$ cat src/rtl/fifo_stream_adapter.sv
// Read-side adapter for async_fifo: turns the pop interface into a valid/ready
// stream through a 2-entry skid buffer, frames fixed-length packets and counts words.
module fifo_stream_adapter #(
  parameter int BITS     = 32,
  parameter int PKT_LEN  = 16,
  parameter int CNT_BITS = 32
) (
  input  logic                read_clk,
  input  logic                read_rst_n,
  input  logic                flush,
  output logic                p_read_en,
  input  logic                p_read_empty,
  input  logic [BITS-1:0]     p_read_data,
  output logic                m_valid,
  input  logic                m_ready,
  output logic [BITS-1:0]     m_data,
  output logic                m_last,
  output logic [CNT_BITS-1:0] word_count
);

  localparam logic [15:0] LAST_BEAT = 16'(PKT_LEN - 1);

  logic [BITS-1:0] mem [2];
  logic [1:0]      count;
  logic            wr_ptr;
  logic            rd_ptr;
  logic            inflight;
  logic            discard;
  logic [15:0]     beat;
  logic            pop_out;
  logic            capture;
  logic [2:0]      credit;

  assign m_valid = (count != 2'd0);
  assign m_data  = m_valid ? mem[rd_ptr] : '0;
  assign m_last  = m_valid && (beat == LAST_BEAT);
  assign pop_out = m_valid & m_ready;

  // Occupancy the buffer will have once the in-flight word lands and this
  // cycle's handoff leaves; a new pop is only issued if it still fits.
  assign credit    = {1'b0, count} + {2'b00, inflight} - {2'b00, pop_out};
  assign p_read_en = read_rst_n & ~flush & ~p_read_empty & (credit < 3'd2);

  // A word arriving during a flush (or flagged by a previous flush) is dropped.
  assign capture = inflight & ~discard & ~flush;

  always_ff @(posedge read_clk) begin
    if (!read_rst_n) begin
      inflight <= 1'b0;
      discard  <= 1'b0;
    end else begin
      inflight <= p_read_en;
      discard  <= flush & (inflight | p_read_en);
    end
  end

  always_ff @(posedge read_clk) begin
    if (!read_rst_n) begin
      mem[0] <= '0;
      mem[1] <= '0;
      wr_ptr <= 1'b0;
    end else if (flush) begin
      wr_ptr <= 1'b0;
    end else if (capture) begin
      mem[wr_ptr] <= p_read_data;
      wr_ptr      <= ~wr_ptr;
    end
  end

  always_ff @(posedge read_clk) begin
    if (!read_rst_n) begin
      count  <= 2'd0;
      rd_ptr <= 1'b0;
    end else if (flush) begin
      count  <= 2'd0;
      rd_ptr <= 1'b0;
    end else begin
      if (pop_out) begin
        rd_ptr <= ~rd_ptr;
      end
      if (capture && !pop_out) begin
        count <= count + 2'd1;
      end else if (!capture && pop_out) begin
        count <= count - 2'd1;
      end
    end
  end

  // Packet position restarts on flush; the delivered-word total does not.
  always_ff @(posedge read_clk) begin
    if (!read_rst_n) begin
      beat       <= 16'd0;
      word_count <= '0;
    end else if (flush) begin
      beat <= 16'd0;
    end else if (pop_out) begin
      beat       <= (beat == LAST_BEAT) ? 16'd0 : beat + 16'd1;
      word_count <= word_count + CNT_BITS'(1);
    end
  end

endmodule

$ cat config.mk
export PLATFORM = sky130hd
export DESIGN_NAME = fifo_stream_adapter
export DESIGN_NICKNAME = d
export VERILOG_FILES = /design/src/rtl/fifo_stream_adapter.sv
export SDC_FILE = /design/constraint.sdc
export NUM_CORES = 1
export LEC_CHECK = 0
export ABC_AREA = 1
export CAP_MARGIN = 25
export CORE_MARGIN = 2
export CORE_UTILIZATION = 45
export DETAILED_ROUTE_END_ITERATION = 16
export GPL_TIMING_DRIVEN = 0
export PLACE_DENSITY = 0.73
export SLEW_MARGIN = 10
export SYNTH_ARGS = -nofsm -noshare
export SYNTH_HDL_FRONTEND = slang
export SYNTH_SLANG_ARGS = --single-unit
$ cat constraint.sdc
create_clock -name read_clk -period 2.5 [get_ports read_clk]
set_input_delay 0.625 -clock read_clk [delete_from_list [all_inputs] [get_ports read_clk]]
set_output_delay 0.625 -clock read_clk [all_outputs]
set_load 0.01 [all_outputs]
==> results_tabular.tex <==
\begin{tabular}{lr}
\hline
Metric & Value \\
\hline
\multicolumn{2}{l}{\textbf{Clock tree}} \\
Hold-fix buffer count after cts & 0 \\
Maximum count of clock buffers along a single path & 2 \\
CTS tree & yes \\
H-tree depth & 4 \\
Sinks on Clock Net & 119 \\
Clock transition time at the flip-flop clock pins of the worst setup and hold paths & $\sim$0.050 ns \\
Clock tree root buffer cell & sky130\_fd\_sc\_hd\_\_clkbuf\_16 \\
Worst-skew pair later-pin latency & roughly 0.41 ns \\
Cts bufs inserted & 17 \\
\multicolumn{2}{l}{\textbf{Drt}} \\
Detailed-route via count & 5071 \\
Routed wirelength normalized by instance count & 14.01 um \\
Antenna viol nets, final & 0 \\
Final routed DRC violation total & 0 \\
Detailed-route wire length & approximately 14 mm \\
First DRT Iteration DRCs & approximately 280 \\
Pre-antenna DRT Iters & 4 \\
Ratio of routed vias to standard cells & around 5 \\
\multicolumn{2}{l}{\textbf{Power and ir drop}} \\
Pwr dens & 619.8 nW/um\^{}2 \\
VDD IR-drop max & between 300 and 400 uV \\
Leak Pwr & around 3.2 nW \\
\multicolumn{2}{l}{\textbf{Synthesis}} \\
Async set-or-reset flop fraction in the synthesized netlist & 0\% \\
Number of synthesized register bits & roughly 120 \\
Total number of yosys warnings & 0 \\
Top cell type's share of synthesized area & roughly a third \\
Dominant cells by area after synthesis & sky130\_fd\_sc\_hd\_\_edfxtp\_1 (34\%), sky130\_fd\_sc\_hd\_\_dfxtp\_1 (20\%), sky130\_fd\_sc\_hd\_\_nand2\_1 (10\%) \\
Syn Inst Count & around 700 \\
Post-synth top area cell & sky130\_fd\_sc\_hd\_\_edfxtp\_1 \\
Most common flop cell mapped by yosys & sky130\_fd\_sc\_hd\_\_edfxtp\_1 \\
Post-synthesis instance area & around 5600 um\^{}2 \\
Syn\_nets & about 740 \\
Sequential area share after synthesis & 53.74\% \\
Top post-synthesis cells by count & sky130\_fd\_sc\_hd\_\_nand2\_1 (152), sky130\_fd\_sc\_hd\_\_nor2\_1 (146), sky130\_fd\_sc\_hd\_\_inv\_1 (87), sky130\_fd\_sc\_hd\_\_edfxtp\_1 (64), sky130\_fd\_sc\_hd\_\_a21oi\_1 (56) \\
Post-synth EDFFs & 64 \\
Most instantiated library cell after synthesis & sky130\_fd\_sc\_hd\_\_nand2\_1 \\
Library cells used by synthesis & 30 \\
Syn Area/Cell & approximately 8 um\^{}2 \\
\multicolumn{2}{l}{\textbf{Final layout}} \\
Number of nets at the end of the flow & $\sim$870 \\
Final non-filler cell total & roughly 1000 \\
Antenna Cells & 0 \\
Fraction of final layout cells sized beyond drive strength 1 & 9.822\% \\
Number of fill cells in the layout & 1056 \\
Share of the core filled with cells & approximately 63\% \\
Layout overhead on the synthesized area & 35.63\% \\
\multicolumn{2}{l}{\textbf{STA}} \\
Worst slew margin relative to its limit & roughly 65\% \\
Max Clk Rate & 368.6 MHz \\
RSZ-0062 raised after global routing & true \\
Post-Route Skew & 0.008094 ns \\
Min cycle time layout & between 2 and 3 ns \\
Final Hold Fails & 0 \\
Slew at the pin closest to its max-slew limit & 0.5294 ns \\
Setup TNS after final layout & -0.2131 ns \\
Hold WS & about 0.46 ns \\
Worst path setup slack after routing & -0.2131 ns \\
Setup-violating endpoint count in the final report & 1 \\
Part of the cycle the worst path needs & 108.5\% \\
Final Max Tran Viols & 0 \\
\multicolumn{2}{l}{\textbf{GRT}} \\
Pin count of the biggest net entering global routing & 33 \\
Tot GR Track Use & 22.11\% \\
Number of antenna violations at the first check in global routing & 0 \\
Grt total ovfl & 0 \\
Number of global-route vias before repair & roughly 5000 \\
First-pass GRT wire length & between 20 and 25 mm \\
\multicolumn{2}{l}{\textbf{Placed design}} \\
Total placed cells including tap cells & around 1000 \\
Port Buffers & 103 \\
Final Wtd Congestion & about 0.94 \\
Setup WS pre-CTS & -1.309 ns \\
Final HPWL DP & $\sim$9.8 mm \\
\multicolumn{2}{l}{\textbf{Setup path}} \\
Worst endpoint required time & 1.88 ns \\
Worst setup path category & reg2out \\
Flop-to-flop setup slack & around 0.6 ns \\
Critical path endpoint category & output pin \\
Endpoint of the worst-slack reg-to-reg timing path & mem[0][15]\$\_SDFFCE\_PN0P\_ \\
Cell count of the worst reg-to-reg path & 5 \\
Maximum fanout encountered on the critical timing path & 5 \\
Startpoint type of the worst setup path & flop \\
Worst R2R Start & inflight\$\_SDFF\_PN0\_ \\
Endpoint arrival time on the critical path & approximately 2.1 ns \\
\multicolumn{2}{l}{\textbf{Floorplanning}} \\
Initial core utilization & between 40\% and 50\% \\
Number of I/O pins & 104 \\
Placement row count & 40 \\
Standard cell core area & around 12000 um\^{}2 \\
Die span in x & about 120 um \\
Die H & approximately 120 um \\
Die footprint & 13410 um\^{}2 \\
\multicolumn{2}{l}{\textbf{Hold path}} \\
Hold Crit Class & reg2reg \\
Worst hold path cell count & 1 \\
Beginning of the worst hold path & rd\_ptr\$\_SDFFE\_PP0P\_ \\
\multicolumn{2}{l}{\textbf{Status}} \\
Violated checks & setup timing \\
Run status & complete, but fails checks \\
\multicolumn{2}{l}{\textbf{Run}} \\
Max-cap violation count & 0 \\
\hline
\end{tabular}
[where the power goes]
part | internal, mW | switching [mW] | leakage (nW) | total [mW]
combinational | 0.104 | 0.137 | 1.78 | 0.241
sequential | 2.10 | 0.0152 | 1.11 | 2.12
clock | 1.55 | 0.822 | 0.273 | 2.37
[worst max-delay path, cell delays in order, from the launching register on]
cell and delay [ns]:
sky130_fd_sc_hd__dfxtp_4 0.38, sky130_fd_sc_hd__inv_4 0.06, sky130_fd_sc_hd__nand2_4 0.09, sky130_fd_sc_hd__nand2_8 0.06, sky130_fd_sc_hd__nor2_4 0.11, sky130_fd_sc_hd__o21ai_2 0.07
sky130_fd_sc_hd__fa_1 0.48, sky130_fd_sc_hd__inv_1 0.04, sky130_fd_sc_hd__nor2_1 0.11, sky130_fd_sc_hd__and3_1 0.15, sky130_fd_sc_hd__buf_2 0.13
[final cells by class]
type                            count  area, um^2  share of cell area (%)
Clock buffer                       21       440.4                   5.772
Clock inverter                     11       131.4                   1.722
Sequential cell                   119        3033                   39.75
Timing Repair Buffer              110        1056                   13.84
Buffer                             20       128.9                   1.689
Inverter                           91       344.1                   4.510
Multi-Input combinational cell    473        2286                   29.96
Tap cell                          168       210.2                   2.755
[through the flow]
step / cell area (um^2) / power, mW
after CTS: 7570 / 4.756
after global placement: 6867 / 2.375
final: 7630 / 4.729
after floorplan: 5625 / 2.258
after global routing: 7630 / 4.900
after detailed placement: 6872 / 2.383
[metal layers]
metal	track usage [%]	share of wire [%]
met4	6.429	0.91
met1	26.67	43
met3	5.649	5.8
met5	0	0
met2	39.14	50
[registers in the layout, indices dropped and copies added, names as in the netlist, named ones only]
| signal | flops |
|---|---|
| discard | 1 |
| beat | 16 |
| inflight | 1 |
| word_count | 32 |
| mem | 64 |
| count | 2 |
| wr_ptr | 1 |
| rd_ptr | 1 |
[placed cells by master (no fill, tap or decap), drive strengths merged, types with 5 or more instances in the layout]
| master | netlist | layout |
|---|---|---|
| nor2 | 155 | 155 |
| nand4 | 10 | 10 |
| o21ai | 15 | 15 |
| inv | 91 | 91 |
| edfxtp | 64 | 64 |
| nor3 | 14 | 14 |
| dlymetal6s2s | 0 | 7 |
| clkdlybuf4s50 | 0 | 69 |
| a21oi | 56 | 56 |
| nand3 | 33 | 33 |
| dlygate4sd2 | 0 | 24 |
| xnor2 | 5 | 5 |
| dfxtp | 55 | 55 |
| xor2 | 12 | 12 |
| clkinv | 0 | 6 |
| nand2 | 156 | 157 |
| buf | 1 | 11 |
| clkbuf | 20 | 40 |
[cells by family (layout without fill, tap and decap cells)]
group	after synthesis	in the layout	share of synthesized area [%]
fa+ha+maj	4	4	1.023
xor+xnor	17	17	2.647
flops	119	119	53.74
compound gates	74	74	6.695
buf+inv	112	253	7.495
simple gates	377	378	28.40
[worst max-delay path by stage]
stage                     startpoint                 endpoint  slack (ns)  depth (start not counted)
3_3_place_gp              read_rst_n  mem[1][7]$_SDFFCE_PN0P_       -1.30                          7
2_1_floorplan                m_ready                p_read_en        0.03                          7
5_1_grt        count[0]$_SDFFE_PP0P_                p_read_en       -0.30                         10
6_report       count[0]$_SDFFE_PP0P_                p_read_en       -0.21                         10
3_5_place_dp                 m_ready                p_read_en       -1.31                          9
4_1_cts        count[0]$_SDFFE_PP0P_                p_read_en       -0.27                         10
[timing repair]
item / in CTS / in global routing
pin swaps: 4 / 3
setup buffers: 4 / 3
gates cloned: 1 / 0
endpoints found under the setup margin: 98 / 41
gates resized for setup: 78 / 21
(Power assumes the default switching activity.)
